[src/rtl/maze_pkg.sv]
// Shared types and helpers for the maze player engine: direction encodings,
// FSM state enum and index-width helpers.
package maze_pkg;

    localparam logic [3:0] DIR_UP    = 4'b1000;
    localparam logic [3:0] DIR_DOWN  = 4'b0100;
    localparam logic [3:0] DIR_LEFT  = 4'b0010;
    localparam logic [3:0] DIR_RIGHT = 4'b0001;

    localparam int unsigned COORD_W = 12;

    typedef enum logic [1:0] {
        ST_IDLE = 2'd0,
        ST_RD   = 2'd1,
        ST_CHK  = 2'd2,
        ST_DONE = 2'd3
    } state_e;

    function automatic int unsigned idx_w(input int unsigned n);
        return (n > 1) ? $clog2(n) : 1;
    endfunction

    function automatic logic one_hot4(input logic [3:0] v);
        return (v != 4'b0000) && ((v & (v - 4'd1)) == 4'b0000);
    endfunction

endpackage

[src/rtl/maze_sprite_window.sv]
// Sprite window compare and sprite ROM address generation from the displayed
// cell position and the current pixel coordinates (purely combinational).
module maze_sprite_window
    import maze_pkg::*;
#(
    parameter int unsigned CELL_PX = 20,
    parameter int unsigned SPR_W   = 18,
    parameter int unsigned SPR_H   = 18,
    parameter int unsigned ROW_W   = 5,
    parameter int unsigned COL_W   = 5,
    parameter int unsigned SPR_AW  = 9
) (
    input  logic [ROW_W-1:0]  drow_i,
    input  logic [COL_W-1:0]  dcol_i,
    input  logic [9:0]        h_cnt_i,
    input  logic [9:0]        v_cnt_i,
    output logic              sprite_on_o,
    output logic [SPR_AW-1:0] sprite_addr_o
);

    localparam logic [COORD_W-1:0] CELL  = COORD_W'(CELL_PX);
    localparam logic [COORD_W-1:0] X_OFF = COORD_W'((CELL_PX - SPR_W) / 2);
    localparam logic [COORD_W-1:0] Y_OFF = COORD_W'((CELL_PX - SPR_H) / 2);
    localparam logic [COORD_W-1:0] SW    = COORD_W'(SPR_W);
    localparam logic [COORD_W-1:0] SH    = COORD_W'(SPR_H);

    logic [COORD_W-1:0] h, v, x0, y0, dx, dy;
    logic               in_x, in_y;

    always_comb begin
        h    = COORD_W'(h_cnt_i);
        v    = COORD_W'(v_cnt_i);
        x0   = COORD_W'(dcol_i) * CELL + X_OFF;
        y0   = COORD_W'(drow_i) * CELL + Y_OFF;
        dx   = h - x0;
        dy   = v - y0;
        in_x = (h >= x0) && (h < x0 + SW);
        in_y = (v >= y0) && (v < y0 + SH);
        sprite_on_o   = in_x && in_y;
        // Address is only meaningful inside the window; outside it is forced to 0.
        sprite_addr_o = sprite_on_o
                      ? (SPR_AW'(dx) + SPR_AW'(dy) * SPR_AW'(SPR_W))
                      : '0;
    end

endmodule

[src/rtl/maze_player_ctrl.sv]
// Player movement engine: validates one-hot move requests against the wall
// memory, commits legal moves, counts them and flags arrival at the goal.
//  state   | meaning
//  IDLE    | waiting for a one-hot move request
//  RD      | wall read issued, waiting for wall data
//  CHK     | wall data valid: bump or commit
//  DONE    | goal reached, moves ignored until restart
module maze_player_ctrl
    import maze_pkg::*;
#(
    parameter int unsigned COLS      = 32,
    parameter int unsigned ROWS      = 24,
    parameter int unsigned CELL_PX   = 20,
    parameter int unsigned SPR_W     = 18,
    parameter int unsigned SPR_H     = 18,
    parameter int unsigned START_ROW = 1,
    parameter int unsigned START_COL = 1,
    parameter int unsigned GOAL_ROW  = 22,
    parameter int unsigned GOAL_COL  = 30,
    parameter int unsigned CNT_W     = 16,
    localparam int unsigned ROW_W    = idx_w(ROWS),
    localparam int unsigned COL_W    = idx_w(COLS),
    localparam int unsigned ADDR_W   = idx_w(ROWS * COLS),
    localparam int unsigned SPR_AW   = idx_w(SPR_W * SPR_H)
) (
    input  logic              clk_i,
    input  logic              rst_ni,
    input  logic              restart_i,
    input  logic [3:0]        move_req_i,
    output logic              wall_rd_o,
    output logic [ADDR_W-1:0] wall_addr_o,
    input  logic              wall_data_i,
    input  logic              vblank_i,
    input  logic [9:0]        h_cnt_i,
    input  logic [9:0]        v_cnt_i,
    output logic [ROW_W-1:0]  row_pos_o,
    output logic [COL_W-1:0]  col_pos_o,
    output logic              sprite_on_o,
    output logic [SPR_AW-1:0] sprite_addr_o,
    output logic              busy_o,
    output logic              bump_o,
    output logic              goal_pulse_o,
    output logic              at_goal_o,
    output logic [CNT_W-1:0]  move_cnt_o
);

    localparam logic [ROW_W-1:0] ROW_START = ROW_W'(START_ROW);
    localparam logic [COL_W-1:0] COL_START = COL_W'(START_COL);
    localparam logic [ROW_W-1:0] ROW_LAST  = ROW_W'(ROWS - 1);
    localparam logic [COL_W-1:0] COL_LAST  = COL_W'(COLS - 1);
    localparam logic [ROW_W-1:0] ROW_GOAL  = ROW_W'(GOAL_ROW);
    localparam logic [COL_W-1:0] COL_GOAL  = COL_W'(GOAL_COL);

    state_e            state_q;
    logic [ROW_W-1:0]  row_q, tgt_row_q, drow_q;
    logic [COL_W-1:0]  col_q, tgt_col_q, dcol_q;
    logic [CNT_W-1:0]  cnt_q;
    logic [ADDR_W-1:0] wall_addr_q;
    logic              wall_rd_q, busy_q, bump_q, goal_pulse_q, at_goal_q;

    logic [ROW_W-1:0]  tgt_row_d;
    logic [COL_W-1:0]  tgt_col_d;
    logic [ADDR_W-1:0] tgt_idx_d;
    logic              off_edge_d;

    always_comb begin
        tgt_row_d  = row_q;
        tgt_col_d  = col_q;
        off_edge_d = 1'b0;
        case (move_req_i)
            DIR_UP:    if (row_q == '0)      off_edge_d = 1'b1;
                       else                  tgt_row_d  = row_q - ROW_W'(1);
            DIR_DOWN:  if (row_q == ROW_LAST) off_edge_d = 1'b1;
                       else                  tgt_row_d  = row_q + ROW_W'(1);
            DIR_LEFT:  if (col_q == '0)      off_edge_d = 1'b1;
                       else                  tgt_col_d  = col_q - COL_W'(1);
            DIR_RIGHT: if (col_q == COL_LAST) off_edge_d = 1'b1;
                       else                  tgt_col_d  = col_q + COL_W'(1);
            default:   ;
        endcase
        tgt_idx_d = ADDR_W'(tgt_row_d) * ADDR_W'(COLS) + ADDR_W'(tgt_col_d);
    end

    always_ff @(posedge clk_i or negedge rst_ni) begin
        if (!rst_ni) begin
            state_q      <= ST_IDLE;
            row_q        <= ROW_START;
            col_q        <= COL_START;
            tgt_row_q    <= ROW_START;
            tgt_col_q    <= COL_START;
            drow_q       <= ROW_START;
            dcol_q       <= COL_START;
            cnt_q        <= '0;
            wall_addr_q  <= '0;
            wall_rd_q    <= 1'b0;
            busy_q       <= 1'b0;
            bump_q       <= 1'b0;
            goal_pulse_q <= 1'b0;
            at_goal_q    <= 1'b0;
        end else begin
            wall_rd_q    <= 1'b0;
            bump_q       <= 1'b0;
            goal_pulse_q <= 1'b0;
            // Restart overrides any in-flight check; its pending wall data is discarded.
            if (restart_i) begin
                state_q   <= ST_IDLE;
                row_q     <= ROW_START;
                col_q     <= COL_START;
                cnt_q     <= '0;
                at_goal_q <= 1'b0;
                busy_q    <= 1'b0;
            end else begin
                case (state_q)
                    ST_IDLE: begin
                        if (one_hot4(move_req_i) && !at_goal_q) begin
                            if (off_edge_d) begin
                                bump_q <= 1'b1;
                            end else begin
                                wall_rd_q   <= 1'b1;
                                wall_addr_q <= tgt_idx_d;
                                tgt_row_q   <= tgt_row_d;
                                tgt_col_q   <= tgt_col_d;
                                busy_q      <= 1'b1;
                                state_q     <= ST_RD;
                            end
                        end
                    end
                    ST_RD: state_q <= ST_CHK;
                    ST_CHK: begin
                        busy_q <= 1'b0;
                        if (wall_data_i) begin
                            bump_q  <= 1'b1;
                            state_q <= ST_IDLE;
                        end else begin
                            row_q <= tgt_row_q;
                            col_q <= tgt_col_q;
                            if (cnt_q != '1) cnt_q <= cnt_q + CNT_W'(1);
                            if (tgt_row_q == ROW_GOAL && tgt_col_q == COL_GOAL) begin
                                at_goal_q    <= 1'b1;
                                goal_pulse_q <= 1'b1;
                                state_q      <= ST_DONE;
                            end else begin
                                state_q <= ST_IDLE;
                            end
                        end
                    end
                    ST_DONE: ;
                    default: state_q <= ST_IDLE;
                endcase
            end
            // Display copy only tracks the committed position during vertical blank.
            if (vblank_i) begin
                drow_q <= row_q;
                dcol_q <= col_q;
            end
        end
    end

    maze_sprite_window #(
        .CELL_PX (CELL_PX),
        .SPR_W   (SPR_W),
        .SPR_H   (SPR_H),
        .ROW_W   (ROW_W),
        .COL_W   (COL_W),
        .SPR_AW  (SPR_AW)
    ) u_sprite (
        .drow_i        (drow_q),
        .dcol_i        (dcol_q),
        .h_cnt_i       (h_cnt_i),
        .v_cnt_i       (v_cnt_i),
        .sprite_on_o   (sprite_on_o),
        .sprite_addr_o (sprite_addr_o)
    );

    assign wall_rd_o    = wall_rd_q;
    assign wall_addr_o  = wall_addr_q;
    assign row_pos_o    = row_q;
    assign col_pos_o    = col_q;
    assign busy_o       = busy_q;
    assign bump_o       = bump_q;
    assign goal_pulse_o = goal_pulse_q;
    assign at_goal_o    = at_goal_q;
    assign move_cnt_o   = cnt_q;

endmodule
[config.mk]
export PLATFORM = sky130hd
export DESIGN_NAME = maze_player_ctrl
export DESIGN_NICKNAME = d
export VERILOG_FILES = /design/src/rtl/maze_pkg.sv /design/src/rtl/maze_sprite_window.sv /design/src/rtl/maze_player_ctrl.sv
export SDC_FILE = /design/constraint.sdc
export NUM_CORES = 1
export LEC_CHECK = 0
export ABC_CLOCK_PERIOD_IN_PS = 5870
export CAP_MARGIN = 5
export CORE_ASPECT_RATIO = 1.25
export CORE_MARGIN = 4
export CORE_UTILIZATION = 25
export CTS_CLUSTER_SIZE = 14
export DETAILED_ROUTE_END_ITERATION = 7
export PLACE_DENSITY_LB_ADDON = 0.3
export RECOVER_POWER = 100
export SYNTH_ARGS = -nofsm -noshare
export SYNTH_HDL_FRONTEND = slang
export SYNTH_SLANG_ARGS = --single-unit
export TNS_END_PERCENT = 30
[constraint.sdc]
create_clock -name clk_i -period 5.87 [get_ports clk_i]
set_input_delay 0.587 -clock clk_i [delete_from_list [all_inputs] [get_ports clk_i]]
set_output_delay 0.587 -clock clk_i [all_outputs]
set_load 0.03 [all_outputs]
[After elaboration in Yosys (flattened, before gate mapping)]
Index checks and enable logic that the tools add are counted.
Word-level totals
  flip-flop bits (word level): 63
  bits in latches: 0
  RAM bits: 0
  memory bits (read-only): 0
  bits of input ports: 29
  output and inout port bits: 51
  word-level logic and storage cells: 124
  memories kept: 0
Operators by class
  add/sub/neg operators: 14
  multiply operators: 3
  div/mod/pow operators: 0
  $lt $le $gt $ge: 4
  equality and inequality tests: 14
  shifts and indexed selects: 0
  multiplexer cells: 49
  bitwise logic cells: 3
  reduce and logical (&&, ||, !) cells: 23
Operator list (number)
  16-bit 2-to-1 mux: 4
  5-bit 2-to-1 mux: 10
  11-bit by 5-bit adder with 12-bit output, second input constant: 2
  10-bit by 12-bit < comparator with 1-bit output: 2
  1-bit 2-to-1 mux: 23
  10-bit by 1-bit adder with 11-bit output, second input constant: 2
  10-bit by 11-bit >= comparator with 1-bit output: 2
  5-bit == test, second input constant: 4
  5-bit one-hot mux with 2 select lines: 2
  9-bit subtractor: 2
  16-bit by 1-bit adder with 16-bit output, second input constant: 1
  5-bit by 3-bit multiplier with 8-bit output, second input constant: 2
  16-bit != test, second input constant: 1
  3-bit AND reduction: 4
  10-bit by 5-bit adder with 10-bit output: 1
  5-bit by 1-bit adder with 5-bit output, second input constant: 2
  5-bit logical NOT: 2
  2-bit 2-to-1 mux: 5
  5-bit by 1-bit subtractor with 5-bit output, second input constant: 2
  9-bit adder: 1
  9-bit by 4-bit multiplier with 8-bit output, second input constant: 1
  9-bit 2-to-1 mux: 1
  4-bit nonzero test: 2
  1-bit logical AND: 6
  21 further kinds: 26

[Longest topological paths before layout]
  depth after elaboration: 8
  mapped depth: 19
  mapped depth without buffers: 19

[Cells and area by module]
From an unflattened synthesis, not the netlist that was laid out.
Unflattened totals
  cells, all modules: 561
  area, all modules: 5202.5 um^2
Modules (own cells, without submodules)
  maze_player_ctrl: instances 1, cells an instance 336, area an instance 3314.4 um^2, sequential area each 1383.8 um^2
  maze_sprite_window: instances 1, cells an instance 225, area an instance 1888.1 um^2, sequential area each 0.0 um^2

[Worst setup path after synthesis]
OpenSTA, ideal clock, no wires.
  path kind: flip-flop to output port
  start: register drow_q[1]
  end: output sprite_addr_o[8]
  arrival: 4.468 ns
  required time: 5.283 ns
  path slack: 0.815 ns
  stages on the path, launching flop included: 17
  path buffers: 0
  path through: dfrtp_1 -> ha_1 -> ha_1 -> fa_1 -> inv_1 -> ha_1 -> xnor2_1 -> ha_1 -> ha_1 -> xnor2_1 -> fa_1 -> xor2_1 -> xnor2_1 -> xnor2_1 -> xnor2_1 -> xor3_1 -> nor2_1
Between the ends
  word-level cells in the longest chain between the ends: 7
  elaborated cells on any way between the ends: 11
  those cells by class: add/sub: 4; mul: 2; order compare: 2; mux: 1; reduce/logical: 2
Ends and longest elaborated chain
  start: declaration: line maze_player_ctrl.sv:55  | logic [ROW_W-1:0] row_q, tgt_row_q, drow_q;
  start signal: assignment: line maze_player_ctrl.sv:153  | drow_q <= row_q;
  5-bit by 3-bit multiplier with 8-bit output (*): line maze_sprite_window.sv:34  | y0 = COORD_W'(drow_i) * CELL + Y_OFF;
  10-bit by 1-bit adder with 11-bit output (*): line maze_sprite_window.sv:34
  parallel branches: the longest is 4 deep, another holds 9-bit subtractor
  9-bit 2-to-1 mux (*): line maze_sprite_window.sv:42  | ? (SPR_AW'(dx) + SPR_AW'(dy) * SPR_AW'(SPR_W))
  end: declaration: line maze_player_ctrl.sv:39  | output logic [SPR_AW-1:0] sprite_addr_o,
Mark *: on every way between the ends.

[Worst setup path after layout]
  start: register drow_q[3]
  end: output sprite_addr_o[8]
The elaborated chain is that of the path after synthesis.

==> run_results.csv <==
group,metric,value,unit
yosys,yosys_most_used_dff,"sky130_fd_sc_hd__dfrtp_1",
clock_tree,root_buffer_cell,"sky130_fd_sc_hd__clkbuf_16",
layout,drive_gt1_frac,0.05314,
timing,slew_headroom,-1.002,
timing,worstMarginPinSlew,3003,ps
clock_tree,tritoncts.num_buffers,5,
global_route,global_route.overflow_total,0,
clock_tree,clock_insertion_delay_worst_skew,290,ps
worst_setup_path,crit_required,5280,ps
detailed_routing,via_per_inst,4.530,
die,fp.coreArea,19400,um^2
pwr,power.share.clock,0.310,
global_route,global_route.usage.total,0.1124,
global_route,antenna_found_initial,0,
pwr,power_switching_share,0.3065,
clock_tree,cts.repair_timing.setup_buffer_count,0,
pwr,leakage_power_figure,0.002784,uW
worst_setup_path,worst_setup_path_start_kind,"flop",
timing,max_clock_freq,182.2,MHz
yosys,synth_simple_gate_area_share,0.1662,
outcome,status,"finished with violations",
timing,period_minus_slack,5488,ps
detailed_routing,detail_route.iter0.violations,152,
detailed_routing,wirelength,11910,um
clock_tree,clock_sinks,55,
worst_setup_path,criticalPathCategory,"flop to output port",
pwr,switchingPower,378.5,uW
yosys,syn_inst_count,557,
global_route,grtUsageMet3,0.02681,
pwr,seq_power_share,0.327,
yosys,synthTopCellsByArea,"sky130_fd_sc_hd__dfrtp_1, sky130_fd_sc_hd__ha_1, sky130_fd_sc_hd__xnor2_1",
yosys,main_combinational_cell_family_by_area_after_synthesis,"adder cells",
pwr,p_int,856.5,uW
timing,fin_worst_hold_slack,488.6,ps
worst_setup_path,crit_fanout,4,
detailed_routing,route.antenna.remaining_nets,0,
global_route,grt_most_used_layer,"met2",
timing,grt_setup_unrepaired,"false",
pwr,power.combinational.fraction,0.363,
yosys,xor_and_xnor_area_share_after_synthesis,0.07942,
outcome,violations,"max-capacitance violations, max-slew violations",
place,placement.cell_area,5923,um^2
run,maxCapViolations,1,
detailed_routing,drc,0,
place,place.port_buffers,79,
place,finalWeightedCongestion,0.7741,
clock_tree,cts_tree,"done",
yosys,synth_async_sr_flop_share,1.000,
global_route,number_of_global_route_vias_before_repair,4129,
layout,fin_area,6078,um^2
yosys,syn_area_per_cell,8.853,um^2
clock_tree,postCtsHoldBufs,0,
worst_setup_path,timing.critical_path.to_type,"output port",
detailed_routing,route.detailed.wl_per_inst,13.44,um
yosys,cell_area_after_synthesis,4931,um^2
yosys,synth_adder_area_share,0.2106,
timing,setup-tns-final,0,ps
layout,count_of_antenna_diodes_in_the_layout,0,
die,start_util,0.2542,
global_route,gr-usage-met2,0.1876,
detailed_routing,via_count,4014,
global_route,grt_pass1_wl,20620,um
global_route,largest_net_degree_at_the_start_of_global_routing,56,
worst_setup_path,arrival,4900,ps
yosys,yosysUniqueCellTypes,64,
clock_tree,clkTransAtPathRegs,70,ps
pwr,peakVddDrop,153.8,uV
die,die_height,165.0,um
yosys,proportion_of_synthesized_area_in_mux_cells,0.03172,
yosys,synth_area_in_compound_gates,0.1601,
timing,fin_worst_skew,6.966,ps
pwr,finalPower,1235,uW
timing,final_setup_violating_endpoints,0,
clock_tree,htree_levels,2,
yosys,ys_warn_count,0,
layout,areaGrowthSynthToFinish,23.27,%
clock_tree,post_cts_resized,0,
timing,final.period_utilization,0.9348,
place,dp_hpwl,9315,um
detailed_routing,firstDrtPassIters,6,
die,die_outline_area,22050,um^2
worst_hold_path,hold_path.class,"flop to flop",
yosys,synth_largest_area_cell,"sky130_fd_sc_hd__dfrtp_1",
die,io-pin-count,80,
yosys,synth-edff-count,0,
pwr,pwr_density_cell,203.2,nW/um^2
die,dieWidth,133.6,um
global_route,gr-usage-met1,0.1504,
timing,slew_violations,56,
yosys,synth_seq_area_share,0.2806,
layout,finalNetCount,726,
clock_tree,clk_path_buf_depth,2,
yosys,synth.ff_latch_count,55,
timing,final-hold-violation-count,0,
yosys,netlist.area_leader.share,0.2487,
die,fp-row-count,57,
yosys,synth.net_count,663,
## layout by cell type (no fill, tap or decap), types with 3 or more instances in the layout
cell                               n
sky130_fd_sc_hd__inv_1            53
sky130_fd_sc_hd__clkbuf_1          3
sky130_fd_sc_hd__dlygate4sd3_1    52
sky130_fd_sc_hd__dfstp_2           6
sky130_fd_sc_hd__nor2b_1           6
sky130_fd_sc_hd__or3_1             4
sky130_fd_sc_hd__nand4_1           6
sky130_fd_sc_hd__xor2_1           17
sky130_fd_sc_hd__xnor2_1          25
sky130_fd_sc_hd__a21o_1           13
sky130_fd_sc_hd__a211oi_1          6
sky130_fd_sc_hd__ha_1             67
sky130_fd_sc_hd__nand2_1          50
sky130_fd_sc_hd__fa_1             10
sky130_fd_sc_hd__nand3_1          16
sky130_fd_sc_hd__o41ai_1           3
sky130_fd_sc_hd__dfrtp_1          49
sky130_fd_sc_hd__nor2_1           48
sky130_fd_sc_hd__clkdlybuf4s50_1  25
sky130_fd_sc_hd__clkbuf_16         5
sky130_fd_sc_hd__o21ai_0          25
sky130_fd_sc_hd__nand2b_1         10
sky130_fd_sc_hd__a211o_1           3
sky130_fd_sc_hd__a21oi_1          36
sky130_fd_sc_hd__nand4b_1          4
sky130_fd_sc_hd__mux2_1            3
sky130_fd_sc_hd__o21a_1            7
sky130_fd_sc_hd__nor3_1            9
sky130_fd_sc_hd__mux2_2            9
## cell families (layout without fill, tap and decap cells)
group / after synthesis / in the layout
mux: 13 / 13
fa+ha+maj: 77 / 77
simple gates: 168 / 168
compound gates: 121 / 121
buf+inv: 80 / 144
flops: 55 / 55
xor+xnor: 43 / 43
## routing by layer
metal  up-vias  part of all wire
met1      1874              0.48
li1       2047                 -
met5         -                 0
met4         0            0.0076
met3         7             0.059
met2        86              0.46
## path summary, 6_finish.rpt
check / startpoint / endpoint / slack (ps) / depth (start not counted)
min in group asynchronous: rst_ni / move_cnt_o[6] / 1370 / 2
setup / recovery: drow_q[3] / sprite_addr_o[8] / 380 / 17
setup reg to reg: row_pos_o[0] / tgt_col_q[1] / 2680 / 9
max in group asynchronous: rst_ni / move_cnt_o[14] / 2810 / 2
hold reg to reg: wall_addr_o[5] / wall_addr_o[5] / 490 / 1
hold / removal: wall_addr_o[5] / wall_addr_o[5] / 490 / 1
## per-stage QoR
step / setup WS [ps] / instances / util
6_report: 382.5 / 886 / 0.3133
3_5_place_dp: 389.7 / 878 / 0.3053
2_1_floorplan: 815.0 / 557 / -
3_3_place_gp: 423.7 / 878 / 0.3053
4_1_cts: 371.7 / 886 / 0.3151
5_1_grt: 78.81 / 886 / 0.3133
## synth_stat cells, drive strengths merged (3+ instances only)
library cell   n
nand2b        10
dfrtp         49
mux2          12
a211o          3
xnor2         25
or2            3
inv           53
fa            10
o21a           7
nand4b         4
nor3           9
nand4          6
a21oi         37
clkbuf        11
or3            4
a211oi         6
buf           16
nor2b          6
nand3         17
xor2          17
ha            67
nand2         50
a21o          13
o21ai         27
nor2          48
o41ai          3
dfstp          6
## power by group through the flow
stage | Sequential, uW | Clock [uW] | Combinational (uW)
3_3_place_gp | 411 | 0 | 458
5_1_grt | 405 | 411 | 513
6_report | 403 | 383 | 448
4_1_cts | 404 | 395 | 466
2_1_floorplan | 417 | 0 | 344
3_5_place_dp | 411 | 0 | 462
## registers in the layout, summed over array words and instances (netlist names), 3 cells and up
name         flops
move_cnt_o      16
col_pos_o        5
dcol_q           5
drow_q           5
row_pos_o        5
tgt_row_q        5
tgt_col_q        4
wall_addr_o      3
## cell type report
class / instances / area, um^2
Inverter: 53 / 198.9
Tap cell: 265 / 331.6
Fill cell: 2126 / 13320
Sequential cell: 55 / 1384
Clock buffer: 6 / 128.9
Multi-Input combinational cell: 422 / 3172
Clock inverter: 2 / 60.06
Timing Repair Buffer: 83 / 803.3
## critical path: stages (launching register included)
cell                       delay [ps]
sky130_fd_sc_hd__dfrtp_1          410
sky130_fd_sc_hd__ha_1             290
sky130_fd_sc_hd__ha_1             230
sky130_fd_sc_hd__fa_1             560
sky130_fd_sc_hd__inv_1             70
sky130_fd_sc_hd__ha_1             330
sky130_fd_sc_hd__xnor2_1          190
sky130_fd_sc_hd__ha_1             250
sky130_fd_sc_hd__ha_1             320
sky130_fd_sc_hd__xnor2_1          150
sky130_fd_sc_hd__fa_1             420
sky130_fd_sc_hd__xor2_1           170
sky130_fd_sc_hd__xnor2_1          180
sky130_fd_sc_hd__xnor2_1          170
sky130_fd_sc_hd__xnor2_1          150
sky130_fd_sc_hd__xor3_1           420
sky130_fd_sc_hd__nor2_1            90
sky130_fd_sc_hd__clkbuf_2         220
(Power assumes the default switching activity.)
